[src/rtl/half_subtractor_pkg.sv]
// Shared arithmetic types for the subtractor library.
// Result bundle and default widths used by half/full subtractors.
package half_subtractor_pkg;

  localparam int CNT_W_DEF = 8;

  typedef struct packed {
    logic diff;
    logic borrow;
  } sub_result_t;

  function automatic sub_result_t hs_eval(
    input logic a,
    input logic b
  );
    sub_result_t r;
    r.diff   = a ^ b;
    r.borrow = ~a & b;
    return r;
  endfunction

endpackage

[src/rtl/half_subtractor_core.sv]
// Combinational single-bit a - b.
// Reused unchanged inside the full-subtractor block.
module half_subtractor_core
  import half_subtractor_pkg::*;
(
  input  logic        a,
  input  logic        b,
  output sub_result_t res
);

  assign res = hs_eval(a, b);

endmodule

[src/rtl/half_subtractor.sv]
// Half subtractor with registered shadow stage
// and saturating borrow-event counter.
module half_subtractor
  import half_subtractor_pkg::*;
#(
  parameter int CNT_W = CNT_W_DEF
) (
  input  logic             clk,
  input  logic             rst_n,
  input  logic             a,
  input  logic             b,
  input  logic             in_valid,
  input  logic             cnt_clr,
  output logic             difference,
  output logic             borrow,
  output logic             diff_q,
  output logic             borrow_q,
  output logic             out_valid,
  output logic [CNT_W-1:0] borrow_cnt
);

  localparam logic [CNT_W-1:0] CNT_MAX = '1;

  sub_result_t      res;
  sub_result_t      res_q;
  logic             cnt_inc;
  logic             cnt_sat;
  logic [CNT_W-1:0] cnt_nxt;

  half_subtractor_core u_core (
    .a   (a),
    .b   (b),
    .res (res)
  );

  assign difference = res.diff;
  assign borrow     = res.borrow;

  always_ff @(posedge clk or negedge rst_n) begin
    if (!rst_n) begin
      res_q     <= '0;
      out_valid <= 1'b0;
    end else begin
      out_valid <= in_valid;
      if (in_valid) res_q <= res;
    end
  end

  assign diff_q   = res_q.diff;
  assign borrow_q = res_q.borrow;

  assign cnt_inc = in_valid & res.borrow;
  assign cnt_sat = (borrow_cnt == CNT_MAX);

  // clear wins over a coincident increment
  always_comb begin
    cnt_nxt = borrow_cnt;
    unique case (1'b1)
      cnt_clr: cnt_nxt = '0;
      (!cnt_clr && cnt_inc && !cnt_sat):
        cnt_nxt = borrow_cnt + 1'b1;
      default: ;
    endcase
  end

  always_ff @(posedge clk or negedge rst_n) begin
    if (!rst_n) borrow_cnt <= '0;
    else        borrow_cnt <= cnt_nxt;
  end

endmodule

[config.mk]
export PLATFORM = sky130hd
export DESIGN_NAME = half_subtractor
export DESIGN_NICKNAME = d
export VERILOG_FILES = /design/src/rtl/half_subtractor_pkg.sv /design/src/rtl/half_subtractor_core.sv /design/src/rtl/half_subtractor.sv
export SDC_FILE = /design/constraint.sdc
export NUM_CORES = 1
export LEC_CHECK = 0
export ABC_AREA = 0
export BUFFER_PORTS_ARGS = -buffer_cell sky130_fd_sc_hd__clkbuf_2
export CAP_MARGIN = 20
export CORE_ASPECT_RATIO = 0.9
export CORE_MARGIN = 4
export CORE_UTILIZATION = 37
export CTS_CLUSTER_DIAMETER = 40
export DETAILED_ROUTE_END_ITERATION = 8
export PLACE_DENSITY = 0.7
export SLEW_MARGIN = 20
export SYNTH_ARGS = -nofsm -noshare
export SYNTH_HDL_FRONTEND = slang
export SYNTH_SLANG_ARGS = --single-unit
[constraint.sdc]
create_clock -name clk -period 1.8 [get_ports clk]
set_input_delay 0.27 -clock clk [delete_from_list [all_inputs] [get_ports clk]]
set_output_delay 0.27 -clock clk [all_outputs]
set_load 0.02 [all_outputs]
; Word level (Yosys, flattened, before mapping)
; Cells that the tools add are included.
[op_classes]
add_sub_neg = 1
n_eq_ne = 1
n_mux = 1
n_bitwise = 4
n_reduce_logical = 5
[ops]
columns = op, n
row1 = 8-bit one-hot mux with 2 select lines, 1
row2 = "8-bit by 1-bit adder with 8-bit output, second input constant", 1
row3 = "8-bit == test, second input constant", 1
row4 = 1-bit bitwise AND, 2
row5 = 1-bit logical AND, 2
row6 = 1-bit zero test, 2
row7 = 2-bit nonzero test, 1
row8 = 1-bit NOT, 1
row9 = 1-bit bitwise XOR, 1
[word_totals]
regBits = 11
inputBits = 6
output_inout_bits = 13
word_cells = 16

; Depth between registers and ports, before layout
[logic_depth]
ltp_word = 6
ltp_mapped = 5
depth_no_buf = 5

; Cells and area by module
; Synthesis repeated with hierarchy kept, for this count alone.
[unflattened]
hier_cells = 55
hier_area_um2 = 576.8
[modules_own_cells]
columns = module, instances, cells_each, area_per_inst_um2, seq_area_each_um2
row1 = half_subtractor, 1, 52, 556.8, 275.3
row2 = half_subtractor_core, 1, 3, 20.0, 0.0

; Worst setup path after synthesis
; Ideal clock, no wire load.
[synth_path]
path_type = reg-to-reg
from = reg borrow_cnt[0]
to = reg borrow_cnt[5]
setup_ps = 125
arrival_time_ps = 1491
required_ps = 1675
slack_ps = 184
stages_incl_launch_ff = 5
n_path_buf = 0
period_less_slack_ps = 1616
cell_sequence = dfrtp_1 > ha_1 > and4_4 > nor4_1 > mux2_2
[synth_via]
elab_chain_len = 4
word_cells_on_any_way = 6
cone_classes = 1 x add/sub / 1 x eq/ne / 1 x mux / 3 x reduce/logical
[synth_rtl]
columns = element, line
row1 = start: declaration, half_subtractor.sv:19  ; output logic [CNT_W-1:0] borrow_cnt
row2 = start signal: assignment, half_subtractor.sv:68  ; else borrow_cnt <= cnt_nxt;
row3 = "parallel branches: the longest is 4 deep, another holds 8-bit by 1-bit adder with 8-bit output", -
; Parallel ways; which one is timed is not known.
; A chain may end at the register's enable or synchronous reset.

; Worst setup path after layout
; Same ends and word-level chain as after synthesis.

==> flow_metrics.py <==
metrics = {
    "global_route": {
        "grt_pass1_wl_um": 2100,
        "antenna_found_initial": 0,
        "overflow": 0,
        "grt_pass1_vias": 453,
        "grt_usage_pct": 12.7,
        "grt_max_degree": 12,
    },
    "synth": {
        "ys_ff_latch": 11,
        "synth_top_area_share_pct": 46.3,
        "synthTopCellsByArea": "dfrtp_1 46%, ha_1 4.2%, a211oi_1 3.8%",
        "seq_area_frac_synth_pct": 46.3,
        "yosysWarnings": 0,
        "syn-cell-area_um2": 594,
        "yosysTopAreaCell": "dfrtp_1",
        "synth_cell_types": 27,
        "syn-num-nets": 61,
        "avgSynthCellArea_um2": 11.2,
        "netlist_instances": 53,
    },
    "sta": {
        "maxSlewHeadroom_pct": 80.6,
        "slew_violations": 0,
        "max_freq_mhz": 629,
        "min_period_ns": 1.59,
        "finClkSkew_ns": 0.000692,
        "setup_viol": 0,
        "setup_tns_ns": 0,
        "finalCritPeriodShare_pct": 88.4,
        "hold_violations": 0,
        "rsz0062_at_grt": "false",
        "worst_pin_slew_ns": 0.290,
    },
    "worst_setup_path": {
        "cp.arrival_ns": 1.74,
        "path_class": "reg -> reg",
        "path_cells": "ha_1 > and4_4 > nor4_1 > mux2_2",
        "r2r_setup_slack_ns": 0.21,
        "crit_cells": 4,
        "critPathLaunchType": "flip-flop",
        "ff2ff_path_depth": 4,
        "cpMaxStageDelayCell": "dfrtp_1",
        "cp-end-kind": "flip-flop",
        "worstPathMaxFanout": 6,
        "r2r_start": "borrow_cnt[0]",
        "slowest_delay_ns": 0.43,
        "crit_required_ns": 1.95,
        "crit_family": "flip-flops",
        "regToRegEndpoint": "borrow_cnt[5]",
        "critPathBufInv": 0,
    },
    "routing": {
        "drt-initial-drc-count": 4,
        "first_pass_iters": 4,
        "vias": 485,
        "detail_route.wirelength_um": 1240,
        "drc": 0,
        "avgViaCountPerCell": 5.00,
        "wl_per_cell_um": 12.8,
        "drt.antenna.violating_nets": 0,
    },
    "finish": {
        "n_antenna_cell": 0,
        "nets": 84,
        "instances_no_fill": 97,
        "area_growth_pct": 23.8,
        "fillers": 144,
        "final_util_pct": 49.7,
        "drive_above_1_share_pct": 38.7,
        "final_common_cell": "clkbuf_2",
        "most-common-layout-cells": "18 x clkbuf_2, 11 x dfrtp_1",
    },
    "hold_path": {
        "hold_end": "out_valid",
        "hold_depth": 1,
        "hold_path_class": "in -> reg",
        "min_from": "in_valid",
    },
    "status": {
        "status": "complete, no violations",
    },
    "floorplanning": {
        "die_h_um": 46.0,
        "core_mm2": 0.00148,
        "start_util_pct": 40.2,
        "die_area_mm2": 0.00231,
        "rows": 13,
        "io_pins": 19,
        "die_w_um": 50.2,
    },
    "clock_tree": {
        "cts_root_buf": "clkbuf_4",
        "clkLatencyLatePin_ns": 0.26,
        "cts.sinks": 11,
        "cts-buffers-inserted": 3,
        "htreeDepth": 1,
        "cts_tree": "yes",
        "clockBufferDepth": 2,
        "cts.reportedPaths.clkPinSlew_ns": 0.07,
    },
    "power": {
        "p_comb_share_pct": 12.9,
        "p_seq_share_pct": 53.4,
        "power_switching_w": 0.000122,
        "p_sw_share_pct": 25.0,
        "p_leak_nw": 0.356,
        "intPower_w": 0.000365,
        "power.density_mw_per_mm2": 661,
        "pwr-share-clk_pct": 33.7,
        "vdd_drop_max_uv": 361,
    },
    "placed_design": {
        "io_buffers": 18,
        "hpwl_um": 952,
        "gp_congestion": 0.782,
        "dp_cells": 92,
    },
    "flow_run": {
        "drv_cap": 0,
    },
}
state kept, by name (all words and copies together), names as in the netlist:
name	flops
borrow_q	1
borrow_cnt	8
out_valid	1
diff_q	1
stage by stage:
stage | hold slack (ns) | power (W) | worst slack, ns | instance area, µm²
CTS | 0.189 | 0.000497 | 0.197 | 736
floorplan | -0.0256 | 0.000301 | 0.184 | 594
finish | 0.198 | 0.000487 | 0.209 | 736
global placement | 0.163 | 0.000325 | 0.241 | 699
global route | 0.199 | 0.000519 | 0.131 | 736
detailed placement | 0.162 | 0.000327 | 0.213 | 699
synthesized netlist by cell type (all sizes together):
| cell | instances |
|---|---|
| a211oi | 3 |
| a21oi | 3 |
| a311oi | 1 |
| a31oi | 1 |
| a41o | 1 |
| a41oi | 2 |
| and2b | 1 |
| and3 | 1 |
| and4 | 3 |
| and4b | 2 |
| dfrtp | 11 |
| dlymetal6s2s | 1 |
| ha | 2 |
| inv | 3 |
| mux2 | 3 |
| mux2i | 1 |
| nand2 | 2 |
| nand2b | 2 |
| nand3 | 3 |
| nor2 | 3 |
| nor2b | 1 |
| nor3 | 1 |
| nor4 | 1 |
| o21ai | 1 |
metal layers:
metal	track usage (%)	vias to the layer above	wire length, µm
met1	15.4	219	574
met5	0	-	0
li1	-	252	-
met4	4.97	0	10
met2	19.8	12	580
met3	5.90	2	71
logic make-up (layout without fill, tap and decap cells):
logic type                 after synthesis  after routing  synth area share [%]
and+or+nand+nor                         20             20                  21.9
AOI/OAI and AO/OA                       12             12                  15.6
DFF                                     11             11                  46.3
muxes                                    4              4                  8.00
buffers and inverters                    4             26                  4.00
adders and majority gates                2              2                  4.21
timing repair:
action,4_1_cts,5_1_grt
gates resized for setup,0,0
setup endpoints to repair,0,0
buffers inserted,0,0
hold endpoints to repair,11,0
hold buffers,1,0
power by group through the flow:
stage | combinational (W) | sequential, W | clock, W
5_1_grt | 0.0000696 | 0.000261 | 0.000189
2_1_floorplan | 0.0000268 | 0.000274 | 0
3_3_place_gp | 0.0000615 | 0.000264 | 0
3_5_place_dp | 0.0000622 | 0.000264 | 0
4_1_cts | 0.0000639 | 0.000260 | 0.000174
6_report | 0.0000628 | 0.000260 | 0.000164
worst max-delay path by stage:
stage               endpoint          start
2_1_floorplan  borrow_cnt[5]  borrow_cnt[0]
3_3_place_gp   borrow_cnt[5]  borrow_cnt[0]
3_5_place_dp   borrow_cnt[5]  borrow_cnt[0]
4_1_cts        borrow_cnt[5]  borrow_cnt[0]
5_1_grt        borrow_cnt[5]  borrow_cnt[0]
6_report       borrow_cnt[5]  borrow_cnt[0]
cell type report:
cell class                      instances  area, µm²  area share (%)
Inverter                                3       11.3            1.53
Tap cell                               22       27.5            3.74
Sequential cell                        11        275            37.4
Clock buffer                            4       26.3            3.57
Multi-Input combinational cell         38        295            40.1
Timing Repair Buffer                   19        100            13.6
Power figures use the tool's default switching activity.
